[config.mk]
export PLATFORM = sky130hd
export DESIGN_NAME = prd_reclaim_flat
export DESIGN_NICKNAME = d
export VERILOG_FILES = /design/src/rtl/prd_reclaim_if.sv /design/src/rtl/prd_reclaim.sv /design/src/flat_wrapper.sv
export SDC_FILE = /design/constraint.sdc
export NUM_CORES = 1
export LEC_CHECK = 0
export ABC_CLOCK_PERIOD_IN_PS = 4950
export BUFFER_PORTS_ARGS = -buffer_cell sky130_fd_sc_hd__clkbuf_2
export CORE_ASPECT_RATIO = 2
export CORE_MARGIN = 4
export CORE_UTILIZATION = 40
export DETAILED_ROUTE_END_ITERATION = 8
export SLEW_MARGIN = 10
export SYNTH_ARGS = -nofsm -noshare
export SYNTH_HDL_FRONTEND = slang
export SYNTH_SLANG_ARGS = --single-unit
[constraint.sdc]
create_clock -name i_clk -period 4.95 [get_ports i_clk]
set_input_delay 0.7425 -clock i_clk [delete_from_list [all_inputs] [get_ports i_clk]]
set_output_delay 0.7425 -clock i_clk [all_outputs]
set_load 0.02 [all_outputs]
[src/rtl/prd_reclaim_if.sv]
// rtl/prd_reclaim_if.sv - commit-to-free-list reclaim bus (optional stats under PRD_RECLAIM_STAT_EN)
interface prd_reclaim_if #(
    parameter int WIDTH = 5,
    parameter int PTRW  = 3
);
    logic [1:0]       i_vld;
    logic [WIDTH-1:0] i_prd0;
    logic [WIDTH-1:0] i_prd1;
    logic             o_ready;
    logic [WIDTH-1:0] o_fl_data;
    logic             o_fl_we;
    logic [PTRW:0]    o_count;
`ifdef PRD_RECLAIM_STAT_EN
    logic [31:0]      o_released;
    logic [15:0]      o_zero_drop;
`endif

    // Commit side: drives retiring lanes, observes readiness and the drain.
    modport master (
        output i_vld, i_prd0, i_prd1,
        input  o_ready, o_fl_data, o_fl_we, o_count
`ifdef PRD_RECLAIM_STAT_EN
        , input o_released, o_zero_drop
`endif
    );

    // Reclaim block side.
    modport slave (
        input  i_vld, i_prd0, i_prd1,
        output o_ready, o_fl_data, o_fl_we, o_count
`ifdef PRD_RECLAIM_STAT_EN
        , output o_released, o_zero_drop
`endif
    );
endinterface

[src/rtl/prd_reclaim.sv]
// rtl/prd_reclaim.sv - stale prd reclaim FIFO feeding the free list (optional stats: PRD_RECLAIM_STAT_EN)
module prd_reclaim #(
    parameter int WIDTH = 5,
    parameter int DEPTH = 8,
    parameter int PTRW  = 3
) (
    input  logic          i_clk,
    input  logic          i_rst_n,
    prd_reclaim_if.slave  bus
);
    localparam logic [PTRW:0] READY_MAX = (PTRW+1)'(DEPTH - 2);

    logic [WIDTH-1:0] mem [DEPTH];
    logic [PTRW-1:0]  head;
    logic [PTRW-1:0]  tail;
    logic [PTRW:0]    count;

    logic             ready;
    logic             push0;
    logic             push1;
    logic             pop;
    logic [PTRW:0]    n_push;
    logic [PTRW-1:0]  wr_idx1;

    // Two free slots guarantee a full two-lane accept, so readiness never looks at i_vld.
    assign ready   = (count <= READY_MAX);
    assign push0   = ready && bus.i_vld[0] && (bus.i_prd0 != '0);
    assign push1   = ready && bus.i_vld[1] && (bus.i_prd1 != '0);
    assign pop     = (count != '0);
    assign n_push  = (PTRW+1)'(push0) + (PTRW+1)'(push1);
    // Lane 1 lands right behind lane 0 when both push, otherwise it takes the tail slot.
    assign wr_idx1 = push0 ? tail + PTRW'(1) : tail;

    assign bus.o_ready   = ready;
    assign bus.o_fl_we   = pop;
    assign bus.o_fl_data = mem[head];
    assign bus.o_count   = count;

    // Buffer storage; contents are don't-care after reset so no reset is applied.
    always_ff @(posedge i_clk) begin
        if (push0) mem[tail]    <= bus.i_prd0;
        if (push1) mem[wr_idx1] <= bus.i_prd1;
    end

    // Pointer and occupancy tracking; the free list always absorbs a pop.
    always_ff @(posedge i_clk or negedge i_rst_n) begin
        if (!i_rst_n) begin
            head  <= '0;
            tail  <= '0;
            count <= '0;
        end else begin
            tail  <= tail + n_push[PTRW-1:0];
            head  <= head + PTRW'(pop);
            count <= count + n_push - (PTRW+1)'(pop);
        end
    end

`ifdef PRD_RECLAIM_STAT_EN
    logic [31:0] released;
    logic [15:0] zero_drop;
    logic [15:0] n_zero;

    assign n_zero = 16'(ready && bus.i_vld[0] && (bus.i_prd0 == '0))
                  + 16'(ready && bus.i_vld[1] && (bus.i_prd1 == '0));

    assign bus.o_released  = released;
    assign bus.o_zero_drop = zero_drop;

    // Wrapping statistics: free list writes and filtered register-0 lanes.
    always_ff @(posedge i_clk or negedge i_rst_n) begin
        if (!i_rst_n) begin
            released  <= '0;
            zero_drop <= '0;
        end else begin
            released  <= released + 32'(pop);
            zero_drop <= zero_drop + n_zero;
        end
    end
`endif
endmodule
[src/flat_wrapper.sv]
// flat-port wrapper written by rule: the top's interface ports become plain ports
module prd_reclaim_flat 
#(
    parameter int WIDTH = 5,
    parameter int DEPTH = 8,
    parameter int PTRW  = 3
)
  (i_clk, i_rst_n, bus_i_vld, bus_i_prd0, bus_i_prd1, bus_o_ready, bus_o_fl_data, bus_o_fl_we, bus_o_count);
  prd_reclaim_if #(.WIDTH(WIDTH), .PTRW(PTRW)) bus_i ();
  input  logic i_clk;
  input  logic i_rst_n;
  input wire logic [$bits(bus_i.i_vld)-1:0] bus_i_vld;
  input wire logic [$bits(bus_i.i_prd0)-1:0] bus_i_prd0;
  input wire logic [$bits(bus_i.i_prd1)-1:0] bus_i_prd1;
  output wire logic [$bits(bus_i.o_ready)-1:0] bus_o_ready;
  output wire logic [$bits(bus_i.o_fl_data)-1:0] bus_o_fl_data;
  output wire logic [$bits(bus_i.o_fl_we)-1:0] bus_o_fl_we;
  output wire logic [$bits(bus_i.o_count)-1:0] bus_o_count;
  assign bus_i.i_vld = bus_i_vld;
  assign bus_i.i_prd0 = bus_i_prd0;
  assign bus_i.i_prd1 = bus_i_prd1;
  assign bus_o_ready = bus_i.o_ready;
  assign bus_o_fl_data = bus_i.o_fl_data;
  assign bus_o_fl_we = bus_i.o_fl_we;
  assign bus_o_count = bus_i.o_count;
  prd_reclaim #(.WIDTH(WIDTH), .DEPTH(DEPTH), .PTRW(PTRW)) u_core (.i_clk(i_clk), .i_rst_n(i_rst_n), .bus(bus_i));
endmodule
==> flow_summary.ini <==
[outcome]
status = completed

[synth]
syn_avg_cell_area_um2 = 15.2
ys_top_cells_by_area = edfxtp_1, mux2_4, dfrtp_1
muxShareOfSynthArea_pct = 27.9
synth_edf_count = 40
yosysTopAreaCell = edfxtp_1
synth_compound_area_share_pct = 8.95
synthFlopType = edfxtp_1
synthAdderAreaFrac_pct = 5.97
synth_top_family_by_area = multiplexers
syn-num-nets = 238
yosys.area_share.simple_pct = 7.03
yosysTopAreaCellShare_pct = 37.7
async_flop_share_pct = 20.0
synth-xor-area-share_pct = 1.10
synthCells = 210
seq_area_frac_synth_pct = 45.5
syn-cell-area_um2 = 3190
ys_types = 46
synth_warnings = 0
synth_seq_cells = 50

[finish]
final_area_um2 = 3560
antenna_cells = 0
layout.nets = 260
final_layout_size_suffix_gt1_share_pct = 41.2
instances_no_fill = 327
areaGrowthSynthToFinish_pct = 11.7

[worst_setup_path]
crit_required_ns = 5.17
crit_top_cell = ha_1
critPathLaunchType = input pin
worstPathMaxFanout = 9
endpoint_kind = register
cp_slowest_cell = or4_4
critical_path_arrival_ns = 3.18
rr_startpoint = u_core.bus.o_count[3]
path_class = input pin to register
slowest_delay_ns = 0.58
r2r-end = u_core.mem[2][0]
regToRegSetupSlack_ns = 2.13
worstPathCellList = clkbuf_2, or4_4, o2111ai_4, inv_4, ha_1, inv_1, ha_1, inv_1, ha_1, a21o_1, a21oi_1, xor2_1
reg2reg_depth = 7

[global_route]
overflow = 0
antenna_found_initial = 0
grt_pass1_vias = 2088
grt_pass1_wl_um = 11400
grt_max_degree = 16
grt.total_usage_pct = 16.7

[route]
first_iter_violations = 128
drc_errors = 0
wl_per_cell_um = 22.2
routed_wl_um = 7260
ant_nets = 0
vias = 1834
dr.pass1.iters = 4
routed_via_density = 5.61

[sta]
hold_slack_ns = 0.309
fin_skew_ns = 0.00353
fin_crit_sh_pct = 59.8
fin_tns_setup_ns = 0
fmaxAchievable_ghz = 0.338
max_slew_margin_pct = 23.3
maxSlewViolCount = 0
rsz0062_at_grt = no
worst_pin_slew_ns = 1.14
finalSetupViolCount = 0
hold_viol = 0
min_period_ns = 2.96

[place]
gp_congestion = 0.814
portBuffers = 24
placed_cell_area_um2 = 3370
dpl.cell_count = 319
hpwl_um = 5650

[clock_network]
ctsResizeCount = 0
tritoncts = yes
cts_buffers = 5
cts_hold_buffers = 0
cts_buffer_depth = 2
insertion_delay_ns = 0.29
cts_max_level = 2
cts_sinks = 50
post_cts_buffers = 0
root_buffer = clkbuf_16
cts.clk_slew.worst_paths_ns = 0.06

[worst_hold_path]
hold_class = input pin to asynchronous set/reset pin

[die]
die_area_um2 = 9550
die_h_um = 134
fp-row-count = 45
initial_core_util_pct = 41.6
die_x_um = 71.1
design.core.area_um2 = 7660
ioPinCount = 25

[run]
drv_cap = 0

[pwr]
powerDensity_nw_per_um2 = 587
power.leakage_nw = 1.32
finalPower_mw = 2.09
ir_drop_v = 0.000415
-- layout by cell type, fill, tap and decap left out, types with 3 or more instances in the layout --
cell type  instances
edfxtp_1          40
clkbuf_2          24
mux2_4            23
mux2_1            20
inv_1             14
ha_1              12
mux4_2            10
dfrtp_1           10
nand4_1            5
a21oi_4            5
mux2_2             5
clkbuf_16          5
nand2_1            4
o21bai_1           4
or2_2              3
nand2b_1           3
o21ai_4            3
xor2_1             3
o21ai_1            3
-- metal layers --
layer  vias to the layer above  track usage [%]  wire length (um)
met5                         -                0                 0
met4                         0             11.5               431
met3                        28             2.48               169
met2                        44             31.7              4210
met1                       917             15.6              2440
li1                        845                -                 -
-- state kept, by name (all words and copies together) (netlist names) --
signal and cells:
u_core.head 3, u_core.bus.o_count 4, u_core.mem 40, u_core.tail 3
-- report_power, final --
group / switching (mW) / internal, mW / leakage, nW
clock network: 0.150 / 0.288 / 0.0915
logic: 0.542 / 0.415 / 0.747
registers: 0.113 / 0.584 / 0.479
-- logic make-up after synthesis --
| family | count (synthesis) |
|---|---|
| buf+inv | 24 |
| fa+ha+maj | 14 |
| compound gates | 26 |
| mux | 61 |
| simple gates | 31 |
| xor+xnor | 4 |
| flops | 50 |
-- worst max path at each step --
stage | startpoint | end | cells past startpoint
6_report | bus_i_prd1[0] | u_core.bus.o_count[3] | 12
5_1_grt | bus_i_prd1[0] | u_core.bus.o_count[3] | 12
4_1_cts | u_core.head[0] | bus_o_fl_data[3] | 3
3_5_place_dp | bus_i_prd1[0] | u_core.bus.o_count[3] | 12
3_3_place_gp | bus_i_prd1[0] | u_core.bus.o_count[3] | 12
2_1_floorplan | bus_i_prd1[0] | u_core.bus.o_count[3] | 11
-- critical path: cells and delay by family --
family | cells | cell delay [ns]
buffers and inverters | 4 | 0.44
AND/OR/NAND/NOR | 1 | 0.58
AO/OA/AOI/OAI | 3 | 0.60
XOR/XNOR | 1 | 0.15
adder cells (fa/ha/maj) | 3 | 0.66
-- final cells by class --
| cell class | instances | area (um^2) |
|---|---|---|
| clock buffers | 5 | 125 |
| clock inverters | 3 | 63.8 |
| fillers | 724 | 4100 |
| inverters | 15 | 58.8 |
| multi-input cells | 136 | 1620 |
| flip-flops and latches | 50 | 1450 |
| well taps | 94 | 118 |
| repair buffers | 24 | 120 |
-- synth_stat cells, types with 2 or more instances --
| library cell | instances |
|---|---|
| nor2_1 | 2 |
| fa_1 | 2 |
| mux4_2 | 10 |
| nand2_1 | 4 |
| xor2_1 | 3 |
| or2_2 | 3 |
| o21ai_1 | 3 |
| o21ai_2 | 2 |
| buf_6 | 2 |
| nand3_1 | 2 |
| o21ai_4 | 3 |
| dfrtp_1 | 10 |
| inv_1 | 14 |
| mux2i_2 | 2 |
| buf_2 | 4 |
| edfxtp_1 | 40 |
| mux2_1 | 20 |
| mux2_2 | 5 |
| nor3_2 | 2 |
| o21ai_0 | 2 |
| nor2b_1 | 2 |
| nand2b_1 | 3 |
| clkbuf_1 | 3 |
| mux2_4 | 23 |
| ha_1 | 12 |
| nand4_1 | 5 |
| a21oi_4 | 5 |
| o21bai_1 | 4 |
-- stage by stage --
step / worst slack (ns) / util, %
after floorplan: 1.98 / -
after global placement: 1.72 / 44.0
after detailed placement: 1.69 / 44.0
after CTS: 1.93 / 46.5
after global routing: 1.78 / 46.5
final: 1.99 / 46.5
No activity file was read; power rests on OpenSTA's default activity.
